## config.mk

```make
export PLATFORM = sky130hd
export DESIGN_NAME = fifo_sync
export DESIGN_NICKNAME = d
export VERILOG_FILES = /design/src/rtl/fifo_sync.sv
export SDC_FILE = /design/constraint.sdc
export NUM_CORES = 1
export LEC_CHECK = 0
export BUFFER_PORTS_ARGS = -buffer_cell sky130_fd_sc_hd__buf_4
export CORE_MARGIN = 3
export CORE_UTILIZATION = 45
export CTS_CLUSTER_DIAMETER = 120
export DETAILED_ROUTE_END_ITERATION = 12
export PLACE_DENSITY_LB_ADDON = 0.05
export SYNTH_ARGS = -nofsm -noshare
export SYNTH_HDL_FRONTEND = slang
export SYNTH_SLANG_ARGS = --single-unit
export TNS_END_PERCENT = 1
```

## constraint.sdc

```tcl
create_clock -name clk -period 7.9 [get_ports clk]
set_input_delay 0.79 -clock clk [delete_from_list [all_inputs] [get_ports clk]]
set_output_delay 0.79 -clock clk [all_outputs]
set_load 0.005 [all_outputs]
```

## src/rtl/fifo_sync.sv

```systemverilog
// Single-clock FIFO with programmable thresholds, overflow/underflow pulses and
// selectable standard or first-word-fall-through read data.
module fifo_sync #(
   parameter int unsigned pDATA_WIDTH  = 8,
   parameter int unsigned pDEPTH       = 32,
   parameter int unsigned pFALLTHROUGH = 0,
   parameter int unsigned pFLOPS       = 1,
   parameter int unsigned pBRAM        = 0,
   parameter int unsigned pDISTRIBUTED = 0
) (
   input  logic                   clk,
   input  logic                   rst_n,
   input  logic [31:0]            full_threshold_value,
   input  logic [31:0]            empty_threshold_value,
   input  logic                   wen,
   input  logic [pDATA_WIDTH-1:0] wdata,
   output logic                   full,
   output logic                   almost_full,
   output logic                   overflow,
   output logic                   full_threshold,
   input  logic                   ren,
   output logic [pDATA_WIDTH-1:0] rdata,
   output logic                   empty,
   output logic                   almost_empty,
   output logic                   underflow,
   output logic                   empty_threshold
);

   localparam int AW = $clog2(pDEPTH);
   localparam logic [AW:0] DEPTH_C = (AW+1)'(pDEPTH);
   localparam logic [AW:0] AFULL_C = (AW+1)'(pDEPTH - 1);

   logic [AW-1:0]          wptr, rptr;
   logic [AW:0]            count;
   logic                   wr_acc, rd_acc;
   logic [pDATA_WIDTH-1:0] head;

   // A full FIFO drops writes even when a read frees a slot the same cycle,
   // and an empty one drops reads even when a write arrives.
   assign wr_acc = wen & ~full;
   assign rd_acc = ren & ~empty;

   always_ff @(posedge clk or negedge rst_n) begin
      if (!rst_n) begin
         wptr      <= '0;
         rptr      <= '0;
         count     <= '0;
         overflow  <= 1'b0;
         underflow <= 1'b0;
      end else begin
         if (wr_acc) wptr <= wptr + AW'(1);
         if (rd_acc) rptr <= rptr + AW'(1);
         case ({wr_acc, rd_acc})
            2'b10:   count <= count + (AW+1)'(1);
            2'b01:   count <= count - (AW+1)'(1);
            default: count <= count;
         endcase
         overflow  <= wen & full;
         underflow <= ren & empty;
      end
   end

   assign full            = (count == DEPTH_C);
   assign almost_full     = (count >= AFULL_C);
   assign empty           = (count == '0);
   assign almost_empty    = (count <= (AW+1)'(1));
   assign full_threshold  = (32'(count) >= full_threshold_value);
   assign empty_threshold = (32'(count) <= empty_threshold_value);

   // Storage style only steers the synthesis mapping; timing is identical.
   if (pFLOPS != 0) begin : g_flops
      (* ram_style = "registers" *) logic [pDATA_WIDTH-1:0] mem [pDEPTH];
      always_ff @(posedge clk) if (wr_acc) mem[wptr] <= wdata;
      assign head = mem[rptr];
   end else if (pBRAM != 0) begin : g_bram
      (* ram_style = "block" *) logic [pDATA_WIDTH-1:0] mem [pDEPTH];
      always_ff @(posedge clk) if (wr_acc) mem[wptr] <= wdata;
      assign head = mem[rptr];
   end else begin : g_dist
      (* ram_style = "distributed" *) logic [pDATA_WIDTH-1:0] mem [pDEPTH];
      always_ff @(posedge clk) if (wr_acc) mem[wptr] <= wdata;
      assign head = mem[rptr];
   end

   if (pFALLTHROUGH != 0) begin : g_fwft
      // Masked while empty so reset and idle read back as zero.
      assign rdata = empty ? '0 : head;
   end else begin : g_std
      logic [pDATA_WIDTH-1:0] rdata_q;
      always_ff @(posedge clk or negedge rst_n) begin
         if (!rst_n)      rdata_q <= '0;
         else if (rd_acc) rdata_q <= head;
      end
      assign rdata = rdata_q;
   end

endmodule

```

==> flow_metrics.py <==
metrics = {
    "clock_network": {
        "clk_pin_slew_ns": 0.07,
        "cts.repair.resized": 0,
        "clkLatencyLatePin_ns": 0.55,
        "cts_hold_buf": 0,
        "cts.sink_count": 282,
        "post_cts_buffers": 0,
        "clockBufferDepth": 3,
        "clock-root-buffer": "clkbuf_16",
        "cts_tree": "built",
        "htree_num_levels": 1,
        "cts_buffers": 29,
    },
    "global_routing": {
        "grt_pass1_wl_um": 41600,
        "antenna_found_initial": 0,
        "grt_max_degree": 60,
        "gr-total-overflow": 0,
        "grt_pass1_vias": 6450,
        "track_usage_pct": 19.9,
    },
    "drt": {
        "drt_iter0_markers": 546,
        "vias_per_cell": 5.67,
        "drt_first_pass_iters": 5,
        "vias": 6281,
        "wirelength_um": 28000,
        "wl_per_cell_um": 25.3,
        "drc": 0,
        "ant_nets": 0,
    },
    "die": {
        "dieArea_um2": 28000,
        "die_h_um": 167,
        "io_pins": 92,
        "die-width_um": 167,
        "start_util_pct": 46.2,
        "fp.coreArea_um2": 25400,
        "row_count": 58,
    },
    "layout": {
        "fillerInstances": 2039,
        "post-route-util_pct": 53.6,
        "layout.nets": 851,
        "n_antenna_cell": 0,
        "syn_to_final_growth_pct": 16.0,
        "multiInputGateArea_um2": 3100,
        "seq_area_um2": 8340,
        "drive_gt1_share_pct": 25.9,
    },
    "sta": {
        "tightest_slew_ns": 1.12,
        "setup-tns-final_ns": 0,
        "max_freq_ghz": 0.294,
        "drv_slew": 0,
        "rsz0062_at_grt": "false",
        "fin_crit_sh_pct": 43.0,
        "final_hold_viol_count": 0,
        "worst_hold_slack_ns": 0.164,
        "clock_skew_ns": 0.0336,
        "relSlewSlack_pct": 24.9,
        "setup_viol": 0,
        "period_needed_ns": 3.40,
    },
    "critical_path": {
        "crit_type": "reg -> reg",
        "crit_buf_inv": 1,
        "crit_chain": "inv_1, ha_1, nor4b_1, and2_1, nor2b_1, nand2_1, nor2_1",
        "r2r-start": "count[0]",
        "max_stage_delay_ns": 0.72,
        "arrival_ns": 3.55,
        "crit_cells": 7,
        "startpoint": "count[0]",
        "cp_data_required_time_ns": 8.05,
        "start_kind": "flop",
        "worst_path_max_delay_cell": "nor2_1",
        "rr_worst_depth": 7,
        "worstSetupEndpointType": "flop",
        "path_max_fanout": 11,
        "crit_family": "simple AND/OR/NAND/NOR gates",
    },
    "power": {
        "ir_drop_uv": 182,
        "powerDensity_nw_per_um2": 339,
        "p_leak_nw": 4.74,
    },
    "logic_synthesis": {
        "syn_area_per_cell_um2": 17.8,
        "syn_nets": 757,
        "synth_ff_type": "edfxtp_1",
        "synth_edf_count": 256,
        "syn-instance-count": 660,
        "ys_seq_elements": 282,
        "synth-async-reset-ratio_pct": 9.22,
        "yosysUniqueCellTypes": 52,
        "netlist_area_um2": 11700,
        "ys_seq_area_share_pct": 71.1,
        "ys_warn_count": 0,
    },
    "placed_design": {
        "port_buffers": 91,
        "dp_hpwl_um": 18200,
        "gp_congestion": 0.906,
    },
    "run_status": {
        "run_status": "completed",
    },
    "worst_hold_path": {
        "hp-class": "in -> async",
    },
    "run": {
        "cap_viol_max_count": 0,
    },
}
## layout make-up
type	count	share of cell area [%]
well taps	330	3.03
clock buffers	32	5.42
flip-flops and latches	282	61.3
multi-input cells	330	22.8
repair buffers	95	5.24
inverters	16	0.441
clock inverters	22	1.75
## layout by cell type, fill, tap and decap left out, types with 4 or more instances in the layout
cell         n
xnor2_1     10
ha_1        21
nor4_1      12
dfrtp_1     25
clkinv_1     7
clkinv_2     6
xor2_1       4
nand3_1      8
inv_1       16
nor2_1      56
mux2i_1     57
buf_4       95
nand4_1      6
a211oi_2     7
a211oi_1     7
nand3b_1     4
o22ai_1     25
o21ai_0      4
a21oi_1     12
nor2b_1      4
nor3_1       4
bufinv_16    5
clkbuf_16   29
nand2_1     15
mux4_2      38
edfxtp_1   256
a2111oi_2    7
## metrics by stage
step | std cells | area (um2) | setup slack [ns] | power (mW)
detailed placement | 1053 | 12600 | 4.40 | 3.26
CTS | 1107 | 13600 | 4.39 | 4.65
global route | 1107 | 13600 | 4.18 | 4.83
finish | 1107 | 13600 | 4.50 | 4.61
floorplan | 660 | 11700 | 5.24 | 2.89
global placement | 1053 | 12600 | 4.54 | 3.25
## cells by family (layout without fill, tap and decap cells)
group | Yosys count | count (layout) | share of synthesized area, %
XOR/XNOR | 14 | 14 | 1.05
adder cells (fa/ha/maj) | 21 | 21 | 2.24
AO/OA/AOI/OAI | 70 | 70 | 4.92
flip-flops | 282 | 282 | 71.1
buffers and inverters | 48 | 165 | 2.44
multiplexers | 98 | 98 | 12.7
AND/OR/NAND/NOR | 127 | 127 | 5.55
## routing by layer
metal | global-route usage (%) | up-vias | routed length, um
li1 | - | 2827 | -
met1 | 29.3 | 3171 | 12600
met2 | 31.3 | 245 | 13100
met3 | 3.40 | 38 | 1820
met4 | 5.05 | 0 | 569
met5 | 0 | - | 0
## final timing paths
| kind | endpoint | slack (ns) |
|---|---|---|
| setup / recovery | g_flops.mem[21][6] | 4.50 |
| hold / removal | rdata[6] | 0.16 |
| setup reg to reg | g_flops.mem[21][6] | 4.50 |
| hold reg to reg | count[0] | 0.59 |
| max in group asynchronous | rptr[0] | 7.41 |
| min in group clk | underflow | 0.49 |
## synth_stat cells, types with 7 or more instances
library cell | instances | share of area [%]
a2111oi_2 | 7 | 0.90
a211oi_1 | 7 | 0.45
a211oi_2 | 7 | 0.75
a21oi_1 | 12 | 0.51
buf_2 | 9 | 0.38
buf_6 | 7 | 0.67
clkbuf_1 | 7 | 0.22
dfrtp_1 | 26 | 5.5
edfxtp_1 | 256 | 66
ha_1 | 21 | 2.2
inv_1 | 16 | 0.51
mux2i_1 | 57 | 4.9
mux4_2 | 38 | 7.3
nand2_1 | 15 | 0.48
nand3_1 | 8 | 0.34
nor2_1 | 56 | 1.8
nor4_1 | 12 | 0.64
o22ai_1 | 25 | 1.3
xnor2_1 | 10 | 0.75
## power breakdown
group	switching [mW]	internal (mW)	total (mW)	leakage, nW
logic	0.700	0.567	1.27	1.66
registers	0.179	1.78	1.96	2.61
clock network	0.548	0.833	1.38	0.471
## state kept, by name, indices dropped and copies added, names as in the netlist
register / count
count: 6
g_flops.mem: 256
rptr: 5
rdata: 8
overflow: 1
underflow: 1
wptr: 5
Power figures use the tool's default switching activity.
